### config.mk
export PLATFORM = sky130hd
export DESIGN_NAME = instr_fetch_unit
export DESIGN_NICKNAME = d
export VERILOG_FILES = /design/src/rtl/instr_fetch_unit.sv
export SDC_FILE = /design/constraint.sdc
export NUM_CORES = 1
export LEC_CHECK = 0
export BUFFER_PORTS_ARGS = -buffer_cell sky130_fd_sc_hd__buf_2
export CAP_MARGIN = 20
export CORE_MARGIN = 2
export CORE_UTILIZATION = 40
export CTS_CLUSTER_DIAMETER = 80
export DETAILED_ROUTE_END_ITERATION = 8
export GPL_ROUTABILITY_DRIVEN = 1
export HOLD_SLACK_MARGIN = 0.15
export PLACE_DENSITY = 0.62
export SLEW_MARGIN = 10
export SYNTH_ARGS = -nofsm -noshare
export SYNTH_HDL_FRONTEND = slang
export SYNTH_SLANG_ARGS = --single-unit
### constraint.sdc
create_clock -name clk -period 4.51 [get_ports clk]
set_clock_uncertainty 0.05 [all_clocks]
set_input_delay 0 -clock clk [delete_from_list [all_inputs] [get_ports clk]]
set_output_delay 0 -clock clk [all_outputs]
set_load 0.02 [all_outputs]
### src/rtl/instr_fetch_unit.sv
// Instruction fetch unit for the MIPS core: owns the PC and runs the request/ack handshake with
// instruction memory. It presents one instruction per execute cycle, then steps the PC to the next-PC.
module instr_fetch_unit #(
    parameter logic [31:0] RESET_PC = 32'h0000_3000
) (
    input  logic        clk,
    input  logic        reset,
    output logic        imem_req,
    output logic [31:0] imem_addr,
    input  logic        imem_ack,
    input  logic [31:0] imem_rdata,
    output logic [31:0] instr,
    output logic        instr_valid,
    output logic [31:0] pc,
    output logic [31:0] pc_plus4,
    input  logic        stall,
    input  logic [1:0]  nPc_sel,
    input  logic        Branch,
    input  logic        Zero,
    input  logic [31:0] jr_target,
    output logic        addr_err
);

    typedef enum logic [1:0] {
        REQ  = 2'b00,
        EXEC = 2'b01,
        HALT = 2'b10
    } state_t;

    state_t      state_reg, state_next;
    logic [31:0] pc_reg, pc_next;
    logic [31:0] instr_reg, instr_next;
    logic        addr_err_reg, addr_err_next;

    logic [31:0] branch_off;
    logic [31:0] jump_target;
    logic [31:0] npc;

    always_ff @(posedge clk) begin
        if (reset) begin
            state_reg    <= REQ;
            pc_reg       <= RESET_PC;
            instr_reg    <= 32'd0;
            addr_err_reg <= 1'b0;
        end else begin
            state_reg    <= state_next;
            pc_reg       <= pc_next;
            instr_reg    <= instr_next;
            addr_err_reg <= addr_err_next;
        end
    end

    // Next-PC selection; a taken branch outranks any jump encoding.
    assign pc_plus4    = pc_reg + 32'd4;
    assign branch_off  = {{14{instr_reg[15]}}, instr_reg[15:0], 2'b00};
    assign jump_target = {pc_plus4[31:28], instr_reg[25:0], 2'b00};

    always_comb begin
        npc = pc_plus4;
        if (Branch && Zero) begin
            npc = pc_plus4 + branch_off;
        end else if (nPc_sel == 2'b10) begin
            npc = jr_target;
        end else if (nPc_sel == 2'b01) begin
            npc = jump_target;
        end
    end

    always_comb begin
        state_next    = state_reg;
        pc_next       = pc_reg;
        instr_next    = instr_reg;
        addr_err_next = addr_err_reg;
        case (state_reg)
            REQ: begin
                if (imem_ack) begin
                    instr_next = imem_rdata;
                    state_next = EXEC;
                end
            end
            EXEC: begin
                if (!stall) begin
                    // A misaligned target freezes the PC at the faulting instruction.
                    if (npc[1:0] != 2'b00) begin
                        addr_err_next = 1'b1;
                        state_next    = HALT;
                    end else begin
                        pc_next    = npc;
                        state_next = REQ;
                    end
                end
            end
            HALT: begin
                state_next = HALT;
            end
            default: begin
                state_next = HALT;
            end
        endcase
    end

    assign imem_req    = (state_reg == REQ);
    assign instr_valid = (state_reg == EXEC);
    assign imem_addr   = pc_reg;
    assign pc          = pc_reg;
    assign instr       = instr_reg;
    assign addr_err    = addr_err_reg;

endmodule
# Word-level counts from Yosys, hierarchy flattened

Cells that the tools add are included.

Register bits after elaboration: 67
Input bits: 72
Output and inout bits: 131
Word-level logic and storage cells: 27

$add $sub $neg: 2
Eq/ne operators: 5
Mux-type cells: 7
Bitwise gates (word level): 2
Reductions and logical operators: 7

Operators with widths:

| operator                                      | number |
|---|---|
| 2-to-1 mux 32 bit                             | 2 |
| adder 32 x 3 -> 32 bit, second input constant | 1 |
| adder 32 bit                                  | 1 |
| 2-to-1 mux 28 bit                             | 1 |
| 2-to-1 mux 2 bit                              | 3 |
| AND reduction 3 bit                           | 2 |
| == test 2 x 1 -> 1 bit, second input constant | 2 |
| one-hot mux 2 bit (2 select lines)            | 1 |
| AND reduction 2 bit                           | 2 |
| == test 2 bit, second input constant          | 1 |
| logical NOT 2 bit                             | 1 |
| != test 2 x 1 -> 1 bit, second input constant | 1 |
| != test 2 bit, second input constant          | 1 |
| NOT 1 bit                                     | 2 |
| nonzero test 2 bit                            | 1 |
| logical AND 1 bit                             | 1 |

# Depth between registers and ports, before layout

Gate-level depths: netlist of run 1.

Depth after elaboration: 8
Mapped depth: 16
Mapped depth without buffers: 15

# Least setup slack after synthesis of run 1

Ideal clock, no wire load.

Kind: register to register
Start point: register pc_reg[2], in the netlist imem_addr[2]
End point: register pc_reg[23], in the netlist imem_addr[23]
Library setup time: 0.103 ns
Arrival time: 3.767 ns
Required time: 4.357 ns
Slack: 0.589 ns
Cell stages (with the launch flop): 15
Path buffers: 1
Clock period less this slack: 3.921 ns
Path through: dfxtp_1 ha_1 nand3_1 nor4_4 and2_2 nand2_1 xnor2_1 ha_1 clkdlybuf4s15_1 a21o_1 a21o_2 a211oi_1 o31ai_1 xnor2_1 a2111oi_2

Elaborated cells between the ends (all ways): 5
Those cells by class: add/sub (2); mux (3)

RTL lines:

| element                | RTL line | text |
|---|---|---|
| start, declared        | 31       | `logic [31:0] pc_reg, pc_next;` |
| start signal, assigned | 47       | `pc_reg <= pc_next;` |
| adder 32 x 3 -> 32 bit | 54       | `assign pc_plus4 = pc_reg + 32'd4;` |
| net pc_plus4[20]       | 15       | `output logic [31:0] pc_plus4,` |
| adder 32 bit           | 61       | `npc = pc_plus4 + branch_off;` |
| 2-to-1 mux 32 bit      | 60       | `if (Branch && Zero) begin` |

The timed path passes the listed nets, and every way through them passes these cells.
A chain may end at the register's enable or synchronous reset.

# Worst setup path in the final report of run 1

Start point: register pc_reg[3], in the netlist imem_addr[3]
End point: register pc_reg[31], in the netlist imem_addr[31]

Longest elaborated chain between the ends: 3
Elaborated cells between the ends (all ways): 4
Those cells by class: add/sub (2); mux (2)

RTL lines:

| element                                           | RTL line |
|---|---|
| adder 32 x 3 -> 32 bit (*)                        | 54 |
| adder 32 bit or 2-to-1 mux 32 bit (tied branches) | 61, 62 |
| 2-to-1 mux 32 bit (*)                             | 60 |

Every way passes the cells marked *; elsewhere a longest branch is shown, timed or not.

==> flow_summary.toml, run 1 <==
[run_status]
outcome = "complete, no violations"

[placement]
numPortBuffers = 202
gp_congestion = 0.9318
dp_cells = 1126
dp_hpwl_um = 15760
placed_area_sq_um = 6949

[logic_synthesis]
synth_ff_type = "dfxtp_1"
synth_most_common_cell = "nand2_1"
synth_top_area_share_pct = 21.86
synth_cell_type_count = 80
async_flop_share_pct = 0
synth_edf_count = 0
yosysWarningCount = 0
ys_ff_latch = 67
syn-num-nets = 914
syn_inst = 805
yosys-top-cells-count = "nand2_1, nor2_1, a21oi_1"
ys_seq_area_share_pct = 21.86
synth_area_leaders = "dfxtp_1, ha_1, nand2_1, a21oi_1, nor2_1"
synth_top_area_cell = "dfxtp_1"
syn-cell-area_sq_um = 6137
postSynthAreaPerCell_sq_um = 7.624

[floorplanning]
dieHeight_um = 127.9
fp.dieW_um = 127.9
boundaryPins = 203
die_area_sq_um = 16350
fp.coreArea_sq_um = 15090
rows = 45
initial_core_util_pct = 40.67

[global_routing]
grt_usage_pct = 27.11
grt_pass1_vias = 6469
grt_pass1_wl_um = 34590
grt_max_degree = 48
grt_antenna_before_repair = 0
grt_overflow = 0

[detailed_routing]
first_pass_iters = 6
final_antenna_net_count = 0
drc_errors = 0
drt_iter0_markers = 461
via_per_inst = 5.664
route.detailed.wl_per_inst_um = 18.69
wirelength_um = 22320
routed-via-count = 6763

[critical_path]
path_max_fanout = 8
cp.required_ps = 4700
cp-end-kind = "flip-flop"
path_class = "reg2reg"
crit_arrival_ps = 4250
start_kind = "flip-flop"

[sta]
fin_crit_ps = 4062
timing_hold_violations_final = 0
tns_ps = 0
rsz0062_at_grt = "false"
tightest_slew_ps = 953.8
max_freq_mhz = 246.2
setup_viol = 0
min_period_over_period_pct = 90.07
slew_headroom_pct = 36.18
slew_violations = 0

[clock_network]
clk_latency_ps = 350
h-tree-depth = 3
post_cts_resized = 0
post_cts_buffers = 0
ctsHoldBuffers = 53
cts_tree = "built"
clock-sinks = 67
path_clk_slew_ps = 60
cts_root_buffer = "clkbuf_16"
cts_buffers = 9
clk_path_buf_depth = 2

[final_layout]
final-seq-area_sq_um = 1341
drive_gt1_share_pct = 27.04
layout.nets = 1111
antennaDiodeCount = 0
final_util_pct = 51.52
fillerInstances = 1516
multi_input_area_sq_um = 4208
fin_area_sq_um = 7774
stdcell_count = 1194
syn_to_final_growth_pct = 26.67

[min_path]
hold_path_class = "in2reg"

[power]
power_leakage_nw = 3.773
powerDensity_nw_per_um2 = 253.8
peakVddDrop_uv = 237.4

[run]
max-cap-violations = 0
final timing paths:
kind,to,from,slack [ps],depth (start not counted)
setup reg to reg,imem_addr[31]$_SDFFE_PP0P_,imem_addr[3]$_SDFFE_PP0P_,450,15
hold / removal,imem_addr[6]$_SDFFE_PP0P_,jr_target[6],160,6
setup / recovery,imem_addr[31]$_SDFFE_PP0P_,imem_addr[3]$_SDFFE_PP0P_,450,15
hold reg to reg,instr[28]$_SDFFE_PP0P_,instr[28]$_SDFFE_PP0P_,400,2
worst max-delay path: stages, from the launching register on:
cell and delay [ps]:
dfxtp_1 430, ha_1 280, nand3_1 190, nor4_4 380
and2_2 270, nand4_1 150, xnor2_2 240, ha_1 370
a21o_1 190, a21o_1 170, a21oi_1 180, a2bb2oi_1 230
nand3b_1 160, a21oi_2 290, a2111oi_0 150, a211o_1 240
through the flow:
step	setup WS, ps	power [W]	hold WS (ps)
final	448.0	0.001973	161.9
after CTS	507.9	0.001981	156.9
after global routing	93.60	0.002066	183.0
after global placement	672.6	0.001214	191.2
after detailed placement	532.6	0.001214	195.5
after floorplan	589.2	0.001061	86.02
power by group:
part	internal, W	total [W]	switching [W]
Combinational	0.000223	0.000573	0.000349
Clock	0.000440	0.000727	0.000287
Sequential	0.000624	0.000673	0.0000489
final cells by class:
type / instances / share of cell area [%]
clock buffers: 11 / 3.122
clock inverters: 4 / 0.6599
inverters: 15 / 0.7243
multi-input cells: 641 / 54.13
flip-flops and latches: 67 / 17.25
well taps: 188 / 3.026
repair buffers: 268 / 21.08
placed cells by master (no fill, tap or decap), drive strengths merged, types with 7 or more instances in the layout:
| master | count |
|---|---|
| nor3 | 17 |
| clkbuf | 11 |
| xnor2 | 37 |
| nand3 | 20 |
| nand2 | 104 |
| dfxtp | 67 |
| or2 | 12 |
| a211oi | 12 |
| buf | 215 |
| o21ai | 46 |
| inv | 15 |
| nand4 | 15 |
| mux2i | 18 |
| a21oi | 75 |
| o211ai | 28 |
| o22ai | 9 |
| nor2 | 76 |
| a31oi | 10 |
| dlygate4sd3 | 53 |
| and3 | 9 |
| xor2 | 15 |
| and2 | 7 |
| a21o | 20 |
| ha | 36 |
kinds of logic after synthesis:
logic type	Yosys count	synth area share [%]
adders and majority gates	37	7.666
and+or+nand+nor	293	23.93
DFF	67	21.86
muxes	18	2.936
AOI/OAI and AO/OA	241	25.65
buffers and inverters	97	9.684
xor gates and xnor gates	52	8.277
layer usage:
layer,vias up,track usage (%),wire [um]
met1,3188,34.31,9631
met2,273,45.05,10660
met4,0,8.597,365
met5,-,0,0
met3,29,7.179,1658
li1,3273,-,-
No activity file was read; power rests on OpenSTA's default activity.
==> run 2: changes to the inputs <==
--- a/config.mk
+++ b/config.mk
@@ -9,11 +9,13 @@
 export CAP_MARGIN = 20
 export CORE_MARGIN = 2
 export CORE_UTILIZATION = 40
+export CTS_BUF_LIST = sky130_fd_sc_hd__clkbuf_2
 export CTS_CLUSTER_DIAMETER = 80
 export DETAILED_ROUTE_END_ITERATION = 8
 export GPL_ROUTABILITY_DRIVEN = 1
 export HOLD_SLACK_MARGIN = 0.15
 export PLACE_DENSITY = 0.62
+export SETUP_SLACK_MARGIN = 0.15
 export SLEW_MARGIN = 10
 export SYNTH_ARGS = -nofsm -noshare
 export SYNTH_HDL_FRONTEND = slang
==> flow_summary.toml, run 2 (synthesis gave the netlist of run 1 again) <==
[run_status]
outcome = "complete, no violations"

[sta]
tns_ps = 0
slew_violations = 0
min_period_over_period_pct = 90.70
setup_viol = 0
setup_ws_ps = 419.5
timing_hold_violations_final = 0
tightest_slew_ps = 1063
rsz0062_at_grt = "true"
fin_crit_ps = 4091
slew_headroom_pct = 28.88
max_freq_mhz = 244.5

[critical_path]
path_class = "reg2reg"
start_kind = "flip-flop"
path_cells = "ha_2 -> nand3_2 -> nor4_4 -> buf_4 -> and2_2 -> nand2_1 -> xnor2_2 -> ha_2 -> a21o_1 -> a21o_2 -> a211oi_1 -> o31ai_1 -> xnor2_1 -> a2111oi_2 -> dlygate4sd3_1"
cp.required_ps = 5000
path_max_fanout = 7
crit_arrival_ps = 4580
max_stage_delay_ps = 580
worst_path_most_repeated_cell = "ha_2"
cp-end-kind = "flip-flop"
slowest_stage = "dlygate4sd3_1"

[detailed_routing]
via_per_inst = 5.618
drt_iter0_markers = 496
drc_errors = 0
final_antenna_net_count = 0
wirelength_um = 24250
first_pass_iters = 5
route.detailed.wl_per_inst_um = 18.40
routed-via-count = 7405

[floorplanning]
die_area_sq_um = 16350
fp.coreArea_sq_um = 15090
dieHeight_um = 127.9
rows = 45
boundaryPins = 203
initial_core_util_pct = 40.67
fp.dieW_um = 127.9

[final_layout]
layout.nets = 1235
mostFrequentLayoutCell = "buf_2"
fillerInstances = 1407
syn_to_final_growth_pct = 45.99
drive_gt1_share_pct = 26.46
antennaDiodeCount = 0
mostFrequentLayoutCells = "buf_2, dlygate4sd3_1, nand2_1, nor2_1, a21oi_1"

[clock_network]
cts_root_buffer = "clkbuf_2"
path_clk_slew_ps = 200
h-tree-depth = 3
clk_latency_ps = 600
cts_tree = "built"
clk_path_buf_depth = 2
clock-sinks = 67
cts_buffers = 9

[global_routing]
grt_usage_pct = 29.36
grt_max_degree = 48
grt_antenna_before_repair = 0
grt_pass1_vias = 7271
grt_overflow = 0
grt_pass1_wl_um = 37890

[power]
powerDensity_nw_per_um2 = 193.7
power_frac_clock_pct = 21.7
p_switching_w = 0.0006783
p_sw_share_pct = 39.07
internal_power_w = 0.001058
comb_power_share_pct = 39.2
power_leakage_nw = 4.306
power_frac_seq_pct = 39.0
peakVddDrop_uv = 151.7

[placement]
dp_slack_ps = 532.6
numPortBuffers = 202
dp_hpwl_um = 15760
gp_congestion = 0.9318

[min_path]
hold_path_class = "in2reg"

[run]
max-cap-violations = 0
[run 2: worst max-delay path: cells and delay by family (launching register included)]
kind                     cells  cell delay, ps
buffers and inverters        2             780
XOR/XNOR                     2             390
AO/OA/AOI/OAI                5            1130
AND/OR/NAND/NOR              4             690
adder cells (fa/ha/maj)      2             590
flip-flops                   1             420
[run 2: cell type report]
type                       instances  area (sq um)  area share (%)
timing repair buffer             392          2875           32.09
clock buffer                      10         50.05          0.5586
multi-input combinational        641          4333           48.36
sequential                        67          1355           15.12
clock inverter                     5         55.05          0.6144
tap                              188         235.2           2.625
inverter                          15         56.30          0.6284
[run 2: final timing paths]
check / startpoint / end / slack, ps / cells after the start
worst max-delay path: imem_addr[3]$_SDFFE_PP0P_ / imem_addr[23]$_SDFFE_PP0P_ / 420 / 15
worst min-delay path: nPc_sel[1] / imem_addr[19]$_SDFFE_PP0P_ / 280 / 5
worst max register to register: imem_addr[3]$_SDFFE_PP0P_ / imem_addr[23]$_SDFFE_PP0P_ / 420 / 15
worst min register to register: imem_addr[1]$_SDFFE_PP0P_ / imem_addr[1]$_SDFFE_PP0P_ / 480 / 1
[run 2: power by group through the flow]
stage	Sequential [W]	Clock (W)	Combinational, W
2_1_floorplan	0.000712	0	0.000349
3_3_place_gp	0.000684	0	0.000530
3_5_place_dp	0.000685	0	0.000529
4_1_cts	0.000673	0.000391	0.000658
5_1_grt	0.000683	0.000411	0.000735
6_report	0.000677	0.000377	0.000681
[run 2: metal layers]
metal / GRT usage [%] / share of wire (%) / vias up
met5: 0 / 0 / -
li1: - / - / 3522
met3: 7.888 / 7.6 / 61
met4: 11.64 / 3.4 / 0
met2: 49.10 / 48 / 315
met1: 35.90 / 41 / 3507
[run 2: what timing repair did]
| action | in CTS | in global routing |
|---|---|---|
| setup endpoints to repair | 0 | 12 |
| gates resized for setup | 0 | 31 |
| hold buffers | 175 | 0 |
| endpoints found under the hold margin | 65 | 0 |
| setup buffers | 0 | 2 |
[run 2: stage by stage]
stage / hold slack (ps) / total power (W) / std cells / utilization (%) / area (sq um)
detailed placement: 195.5 / 0.001214 / 1126 / 46.05 / 6949
finish: 282.5 / 0.001736 / 1318 / 59.38 / 8960
global placement: 191.2 / 0.001214 / 1126 / 46.05 / 6949
floorplan: 86.02 / 0.001061 / 805 / - / 6137
global route: 307.6 / 0.001829 / 1318 / 59.38 / 8960
CTS: 253.6 / 0.001722 / 1316 / 58.36 / 8806
